### config.mk
export PLATFORM = sky130hd
export DESIGN_NAME = ram_loader
export DESIGN_NICKNAME = d
export VERILOG_FILES = /design/src/rtl/ram_loader_pkg.sv /design/src/rtl/ram_loader_checksum_acc.sv /design/src/rtl/ram_loader.sv
export SDC_FILE = /design/constraint.sdc
export NUM_CORES = 1
export LEC_CHECK = 0
export CORE_ASPECT_RATIO = 0.75
export CORE_MARGIN = 4
export CORE_UTILIZATION = 55
export DETAILED_ROUTE_END_ITERATION = 8
export PLACE_DENSITY = 0.85
export SYNTH_ARGS = -nofsm -noshare
export SYNTH_HDL_FRONTEND = slang
export SYNTH_SLANG_ARGS = --single-unit
### constraint.sdc
create_clock -name clk -period 6.95 [get_ports clk]
set_input_delay 1.0425 -clock clk [delete_from_list [all_inputs] [get_ports clk]]
set_output_delay 1.0425 -clock clk [all_outputs]
set_load 0.02 [all_outputs]
### src/rtl/ram_loader_pkg.sv
// Shared widths and loader state encoding for the program-RAM loader.
// The default widths describe the 32 x 8 program RAM.
package ram_loader_pkg;

  localparam int unsigned DEF_ADDR_WIDTH = 5;
  localparam int unsigned DEF_WORD_SIZE  = 8;
  localparam int unsigned DEF_RAM_DEPTH  = 32;

  typedef enum logic [1:0] {
    IDLE   = 2'd0,
    LOAD   = 2'd1,
    VERIFY = 2'd2,
    DONE   = 2'd3
  } loader_state_t;

  function automatic logic state_busy(input loader_state_t s);
    return (s == LOAD) || (s == VERIFY);
  endfunction

endpackage

### src/rtl/ram_loader_checksum_acc.sv
// Clearable modulo-2^WORD_SIZE accumulator with enable.
// sum_next is the sum including the current data word, so callers can see a final total before it registers.
module checksum_acc #(
  parameter int unsigned WORD_SIZE = 8
) (
  input  logic                 clk,
  input  logic                 reset,
  input  logic                 clear,
  input  logic                 en,
  input  logic [WORD_SIZE-1:0] data,
  output logic [WORD_SIZE-1:0] sum,
  output logic [WORD_SIZE-1:0] sum_next
);

  always_comb sum_next = sum + data;

  always_ff @(posedge clk) begin
    if (reset || clear) begin
      sum <= '0;
    end else if (en) begin
      sum <= sum_next;
    end
  end

endmodule

### src/rtl/ram_loader.sv
// Loads a valid/ready byte stream into consecutive RAM words from address 0,
// then reads the range back and compares the additive checksum of both passes.
module ram_loader
  import ram_loader_pkg::*;
#(
  parameter int unsigned ADDR_WIDTH = DEF_ADDR_WIDTH,
  parameter int unsigned WORD_SIZE  = DEF_WORD_SIZE,
  parameter int unsigned DEPTH      = DEF_RAM_DEPTH
) (
  input  logic                  clk,
  input  logic                  reset,
  input  logic                  start,
  input  logic [ADDR_WIDTH:0]   len,
  input  logic                  in_valid,
  input  logic [WORD_SIZE-1:0]  in_data,
  output logic                  in_ready,
  output logic                  ram_read_en,
  output logic                  ram_write_en,
  output logic [ADDR_WIDTH-1:0] ram_address,
  output logic [WORD_SIZE-1:0]  ram_write_data,
  input  logic [WORD_SIZE-1:0]  ram_read_data,
  output logic                  busy,
  output logic                  done,
  output logic                  error,
  output logic [WORD_SIZE-1:0]  checksum
);

  localparam logic [ADDR_WIDTH:0] DEPTH_L = (ADDR_WIDTH + 1)'(DEPTH);
  localparam logic [ADDR_WIDTH:0] ONE     = (ADDR_WIDTH + 1)'(1);

  loader_state_t         state;
  logic [ADDR_WIDTH:0]   counter;
  logic [ADDR_WIDTH:0]   len_q;
  logic                  beat;
  logic                  last;
  logic                  start_ok;
  logic                  len_ok;
  logic [WORD_SIZE-1:0]  load_sum;
  logic [WORD_SIZE-1:0]  load_next;
  logic [WORD_SIZE-1:0]  verify_sum;
  logic [WORD_SIZE-1:0]  verify_next;

  always_comb begin
    beat     = (state == LOAD) && in_valid;
    last     = (counter == (len_q - ONE));
    start_ok = start && ((state == IDLE) || (state == DONE));
    len_ok   = (len != '0) && (len <= DEPTH_L);
  end

  // Address and write data are forced to 0 unless a RAM access is actually being made.
  always_comb begin
    in_ready       = (state == LOAD);
    busy           = state_busy(state);
    done           = (state == DONE);
    ram_write_en   = beat;
    ram_read_en    = (state == VERIFY);
    ram_address    = (beat || (state == VERIFY)) ? counter[ADDR_WIDTH-1:0] : '0;
    ram_write_data = beat ? in_data : '0;
  end

  checksum_acc #(.WORD_SIZE(WORD_SIZE)) u_load_acc (
    .clk      (clk),
    .reset    (reset),
    .clear    (start_ok),
    .en       (beat),
    .data     (in_data),
    .sum      (load_sum),
    .sum_next (load_next)
  );

  checksum_acc #(.WORD_SIZE(WORD_SIZE)) u_verify_acc (
    .clk      (clk),
    .reset    (reset),
    .clear    (start_ok),
    .en       (state == VERIFY),
    .data     (ram_read_data),
    .sum      (verify_sum),
    .sum_next (verify_next)
  );

  always_ff @(posedge clk) begin
    if (reset) begin
      state    <= IDLE;
      counter  <= '0;
      len_q    <= '0;
      checksum <= '0;
      error    <= 1'b0;
    end else begin
      case (state)
        IDLE, DONE: begin
          if (start) begin
            len_q    <= len;
            counter  <= '0;
            checksum <= '0;
            error    <= !len_ok;
            state    <= len_ok ? LOAD : DONE;
          end
        end
        LOAD: begin
          if (beat) begin
            if (last) begin
              state    <= VERIFY;
              counter  <= '0;
              checksum <= load_next;
            end else begin
              counter <= counter + ONE;
            end
          end
        end
        VERIFY: begin
          // The last read word is still combinational, so compare against the unregistered total.
          if (last) begin
            state   <= DONE;
            counter <= '0;
            error   <= (verify_next != load_sum);
          end else begin
            counter <= counter + ONE;
          end
        end
        default: state <= IDLE;
      endcase
    end
  end

  logic unused_verify_sum;
  assign unused_verify_sum = ^verify_sum;

endmodule

==> impl_metrics.xml <==
<?xml version="1.0" encoding="UTF-8"?>
<metrics>
  <group name="setup_path">
    <metric name="end_kind" unit="">primary output</metric>
    <metric name="worst_path_cell_chain" unit="">clkdlybuf4s50_1, nand2_1, clkinv_1, nor2_1, nor2b_1, clkdlybuf4s50_1</metric>
    <metric name="path_buf_inv" unit="">3</metric>
    <metric name="timing.critical_path.slowest_cell_delay" unit="ns">0.61</metric>
    <metric name="worstSetupPathType" unit="">primary input to primary output</metric>
    <metric name="timing.critical_path.max_delay_family" unit="">buffers and inverters</metric>
    <metric name="timing.critical_path.mode_cell" unit="">sky130_fd_sc_hd__clkdlybuf4s50_1</metric>
    <metric name="cp_data_arrival_time" unit="ns">3.48</metric>
    <metric name="worstSetupStartpointType" unit="">primary input</metric>
    <metric name="crit_path_max_fanout" unit="">11</metric>
    <metric name="cp_data_required_time" unit="ns">5.91</metric>
    <metric name="slowest_stage" unit="">sky130_fd_sc_hd__clkdlybuf4s50_1</metric>
  </group>
  <group name="logic_synthesis">
    <metric name="syn-num-nets" unit="">361</metric>
    <metric name="number_of_storage_elements_in_the_synthesis_netlist" unit="">39</metric>
    <metric name="ys_types" unit="">51</metric>
    <metric name="synth-seq-area-share" unit="%">30.3</metric>
    <metric name="syn-mean-instance-area" unit="um2">8.24</metric>
    <metric name="synth_area_leaders" unit="">sky130_fd_sc_hd__dfxtp_1 (30%), sky130_fd_sc_hd__ha_1 (9.7%), sky130_fd_sc_hd__a21oi_1 (5.2%), sky130_fd_sc_hd__xor2_1 (5.1%), sky130_fd_sc_hd__nor2_1 (4.2%)</metric>
    <metric name="netlist.top_cell.by_area" unit="">sky130_fd_sc_hd__dfxtp_1</metric>
    <metric name="synth_edf_count" unit="">0</metric>
    <metric name="async_flop_share" unit="%">0</metric>
    <metric name="synth-warning-count" unit="">0</metric>
    <metric name="synth.cell_area" unit="mm2">0.00258</metric>
    <metric name="synth_ff_type" unit="">sky130_fd_sc_hd__dfxtp_1</metric>
    <metric name="yosysTopAreaCellShare" unit="%">30.3</metric>
    <metric name="synthesis.instances" unit="">313</metric>
  </group>
  <group name="detailed_routing">
    <metric name="route.layer.met1.wl" unit="mm">3.08</metric>
    <metric name="routed_wire_length_per_instance" unit="um">15.9</metric>
    <metric name="route.antenna.remaining_nets" unit="">0</metric>
    <metric name="drt_pre_antenna_iters" unit="">6</metric>
    <metric name="drt_iter0_markers" unit="">156</metric>
    <metric name="routed_via_density" unit="">5.89</metric>
    <metric name="detailroute.wirelength.met3" unit="um">653</metric>
    <metric name="route.detailed.drc" unit="">0</metric>
    <metric name="wl" unit="mm">6.66</metric>
    <metric name="max_layer_used" unit="">met4</metric>
    <metric name="dr_wl_met2" unit="mm">2.78</metric>
    <metric name="routed-via-count" unit="">2462</metric>
  </group>
  <group name="power_and_ir_drop">
    <metric name="cellLeakagePower" unit="uW">0.00130</metric>
    <metric name="p_sw" unit="uW">439</metric>
    <metric name="power_density" unit="mW/mm2">328</metric>
    <metric name="ir_worst_vdd" unit="uV">273</metric>
    <metric name="proportion_of_power_drawn_by_the_clock_network" unit="%">21.4</metric>
    <metric name="power.share.combinational" unit="%">50.4</metric>
    <metric name="power_report.internal_total" unit="uW">630</metric>
    <metric name="switching_share" unit="%">41.0</metric>
    <metric name="power_frac_seq" unit="%">28.2</metric>
  </group>
  <group name="placed_design">
    <metric name="hpwl" unit="mm">5.04</metric>
    <metric name="pre_cts_slack" unit="ns">2.50</metric>
    <metric name="port_buffers" unit="">52</metric>
    <metric name="routabilityCongestion" unit="">0.833</metric>
  </group>
  <group name="global_routing">
    <metric name="gr_usage_total" unit="%">23.7</metric>
    <metric name="via_count_of_the_first_global_routing_pass" unit="">2247</metric>
    <metric name="global_route.overflow_total" unit="">0</metric>
    <metric name="maximum_number_of_pins_on_one_net_before_global_route_repair" unit="">26</metric>
    <metric name="global_route_wire_length_before_repair" unit="mm">10.8</metric>
    <metric name="grt_antenna_before_repair" unit="">0</metric>
  </group>
  <group name="timing">
    <metric name="final.setup.worst_slack" unit="ns">2.43</metric>
    <metric name="layout_worst_path_cycle_share" unit="%">65.0</metric>
    <metric name="timing.final.hold_violations" unit="">0</metric>
    <metric name="fin_setup_tns" unit="ns">0</metric>
    <metric name="post-route-min-period" unit="ns">4.52</metric>
    <metric name="max_slew_margin_vs_limit" unit="%">40.3</metric>
    <metric name="rsz0062_at_grt" unit="">false</metric>
    <metric name="setup-violations-final" unit="">0</metric>
    <metric name="max_fclk" unit="GHz">0.221</metric>
    <metric name="slew_violations" unit="">0</metric>
    <metric name="hold_ws" unit="ns">0.472</metric>
    <metric name="finClkSkew" unit="ns">0.00295</metric>
    <metric name="tightest_slew" unit="ns">0.893</metric>
  </group>
  <group name="layout">
    <metric name="fin_nets" unit="">408</metric>
    <metric name="post_route_cells_drive_above_1_share" unit="%">3.32</metric>
    <metric name="antenna_cells" unit="">0</metric>
    <metric name="area.growth.synth_to_final" unit="%">26.2</metric>
    <metric name="fillers" unit="">353</metric>
  </group>
  <group name="clocking">
    <metric name="h-tree-depth" unit="">2</metric>
    <metric name="post_cts.repair.setup_buffers" unit="">0</metric>
    <metric name="postCtsHoldBufs" unit="">0</metric>
    <metric name="tritoncts" unit="">yes</metric>
    <metric name="clkSinkCount" unit="">39</metric>
    <metric name="post_cts.resized_instances" unit="">0</metric>
    <metric name="cts_root_buffer" unit="">sky130_fd_sc_hd__clkbuf_8</metric>
    <metric name="clockBufferDepth" unit="">2</metric>
    <metric name="clock_buffers_created_by_tritoncts" unit="">5</metric>
    <metric name="clock_latency" unit="ns">0.30</metric>
    <metric name="clk_pin_slew_worst_paths" unit="ns">0.08</metric>
  </group>
  <group name="floorplanning">
    <metric name="starting_density_of_the_core" unit="%">57.4</metric>
    <metric name="rows" unit="">21</metric>
    <metric name="chipHeight" unit="um">67.3</metric>
    <metric name="die-area" unit="mm2">0.00586</metric>
    <metric name="die_w" unit="um">87.1</metric>
    <metric name="floorplan.core_area" unit="mm2">0.00449</metric>
    <metric name="ios" unit="">53</metric>
  </group>
  <group name="min_path">
    <metric name="hold_class" unit="">flip-flop to flip-flop</metric>
  </group>
  <group name="run">
    <metric name="max_cap_violations" unit="">0</metric>
  </group>
  <group name="outcome">
    <metric name="status" unit="">finished, final reports clean</metric>
  </group>
</metrics>
## stage by stage
stage | utilization, % | instance area [um2] | power [uW] | instances
2_1_floorplan | - | 2580 | 686 | 313
3_3_place_gp | 69.4 | 3120 | 820 | 410
3_5_place_dp | 69.4 | 3120 | 838 | 410
4_1_cts | 72.5 | 3260 | 1070 | 418
5_1_grt | 72.5 | 3260 | 1140 | 418
6_report | 72.5 | 3260 | 1070 | 418
## routing by layer
metal / vias to the layer above / track usage [%]
met4: 0 / 7.98
met3: 16 / 6.34
met2: 122 / 34.5
met1: 1120 / 33.8
li1: 1204 / -
met5: - / 0
## placed cells by master, fill, tap and decap left out, types with 6 or more instances in the layout
master	n
sky130_fd_sc_hd__nand2b_1	10
sky130_fd_sc_hd__mux2i_1	7
sky130_fd_sc_hd__clkdlybuf4s50_1	52
sky130_fd_sc_hd__nor2b_1	8
sky130_fd_sc_hd__dfxtp_1	39
sky130_fd_sc_hd__xor2_1	15
sky130_fd_sc_hd__nor2_1	29
sky130_fd_sc_hd__xnor2_1	12
sky130_fd_sc_hd__o21ai_0	8
sky130_fd_sc_hd__and3_1	8
sky130_fd_sc_hd__a21oi_1	27
sky130_fd_sc_hd__inv_1	17
sky130_fd_sc_hd__nand2_1	25
sky130_fd_sc_hd__ha_1	20
sky130_fd_sc_hd__o31ai_1	6
sky130_fd_sc_hd__nand3_1	19
## worst paths after layout
| kind | startpoint | end | slack (ns) | cells past startpoint |
|---|---|---|---|---|
| max reg2reg | len_q[0] | checksum[7] | 4.19 | 6 |
| min reg2reg | checksum[1] | checksum[1] | 0.47 | 2 |
| min | checksum[1] | checksum[1] | 0.47 | 2 |
| max | in_valid | ram_address[3] | 2.43 | 6 |
## synthesized netlist by cell type, types with 2 or more instances
master / count
sky130_fd_sc_hd__fa_1: 2
sky130_fd_sc_hd__nand4_1: 2
sky130_fd_sc_hd__and3_1: 8
sky130_fd_sc_hd__nand3_1: 19
sky130_fd_sc_hd__a21boi_0: 3
sky130_fd_sc_hd__a21oi_1: 27
sky130_fd_sc_hd__xnor2_1: 12
sky130_fd_sc_hd__a31oi_1: 2
sky130_fd_sc_hd__nand2_1: 25
sky130_fd_sc_hd__o21ai_0: 8
sky130_fd_sc_hd__nor2b_1: 8
sky130_fd_sc_hd__mux2i_1: 7
sky130_fd_sc_hd__nor2_1: 29
sky130_fd_sc_hd__dfxtp_1: 39
sky130_fd_sc_hd__o31ai_1: 6
sky130_fd_sc_hd__nand2b_1: 10
sky130_fd_sc_hd__buf_1: 2
sky130_fd_sc_hd__nor3_1: 3
sky130_fd_sc_hd__clkbuf_1: 9
sky130_fd_sc_hd__xor2_1: 15
sky130_fd_sc_hd__or4_1: 2
sky130_fd_sc_hd__inv_1: 17
sky130_fd_sc_hd__a22o_1: 2
sky130_fd_sc_hd__o211ai_1: 5
sky130_fd_sc_hd__a211oi_1: 4
sky130_fd_sc_hd__ha_1: 20
sky130_fd_sc_hd__a21o_1: 3
## power groups by stage
| stage | Clock (uW) | Combinational, uW | Sequential, uW |
|---|---|---|---|
| 2_1_floorplan | 0 | 382 | 304 |
| 3_3_place_gp | 0 | 517 | 303 |
| 3_5_place_dp | 0 | 533 | 305 |
| 4_1_cts | 230 | 537 | 301 |
| 5_1_grt | 243 | 594 | 307 |
| 6_report | 229 | 539 | 301 |
## tightest hold or removal path, delay by kind of cell (launching register included)
kind | cells | cell delay, ns
compound gates | 1 | 0.05
flops | 1 | 0.31
simple gates | 1 | 0.06
## layout make-up
class / count / area, um2 / area share (%)
Sequential cell: 39 / 781 / 24.0
Tap cell: 57 / 71.3 / 2.19
Inverter: 18 / 67.6 / 2.08
Clock inverter: 3 / 67.6 / 2.08
Multi-Input combinational cell: 244 / 1680 / 51.6
Clock buffer: 5 / 68.8 / 2.11
Timing Repair Buffer: 52 / 520 / 16.0
## cells by family (layout without fill, tap and decap cells)
group	Yosys count	count (layout)	synth area share, %
flops	39	39	30.3
mux	7	7	2.72
xor+xnor	28	28	10.0
fa+ha+maj	22	22	11.3
simple gates	114	114	21.8
compound gates	73	73	19.3
buf+inv	30	78	4.66
## state kept, by name, indices dropped and copies added (netlist names)
register	count
u_load_acc.sum	8
u_verify_acc.sum	8
len_q	6
counter	6
checksum	8
error	1
state	2
Power figures use the tool's default switching activity.
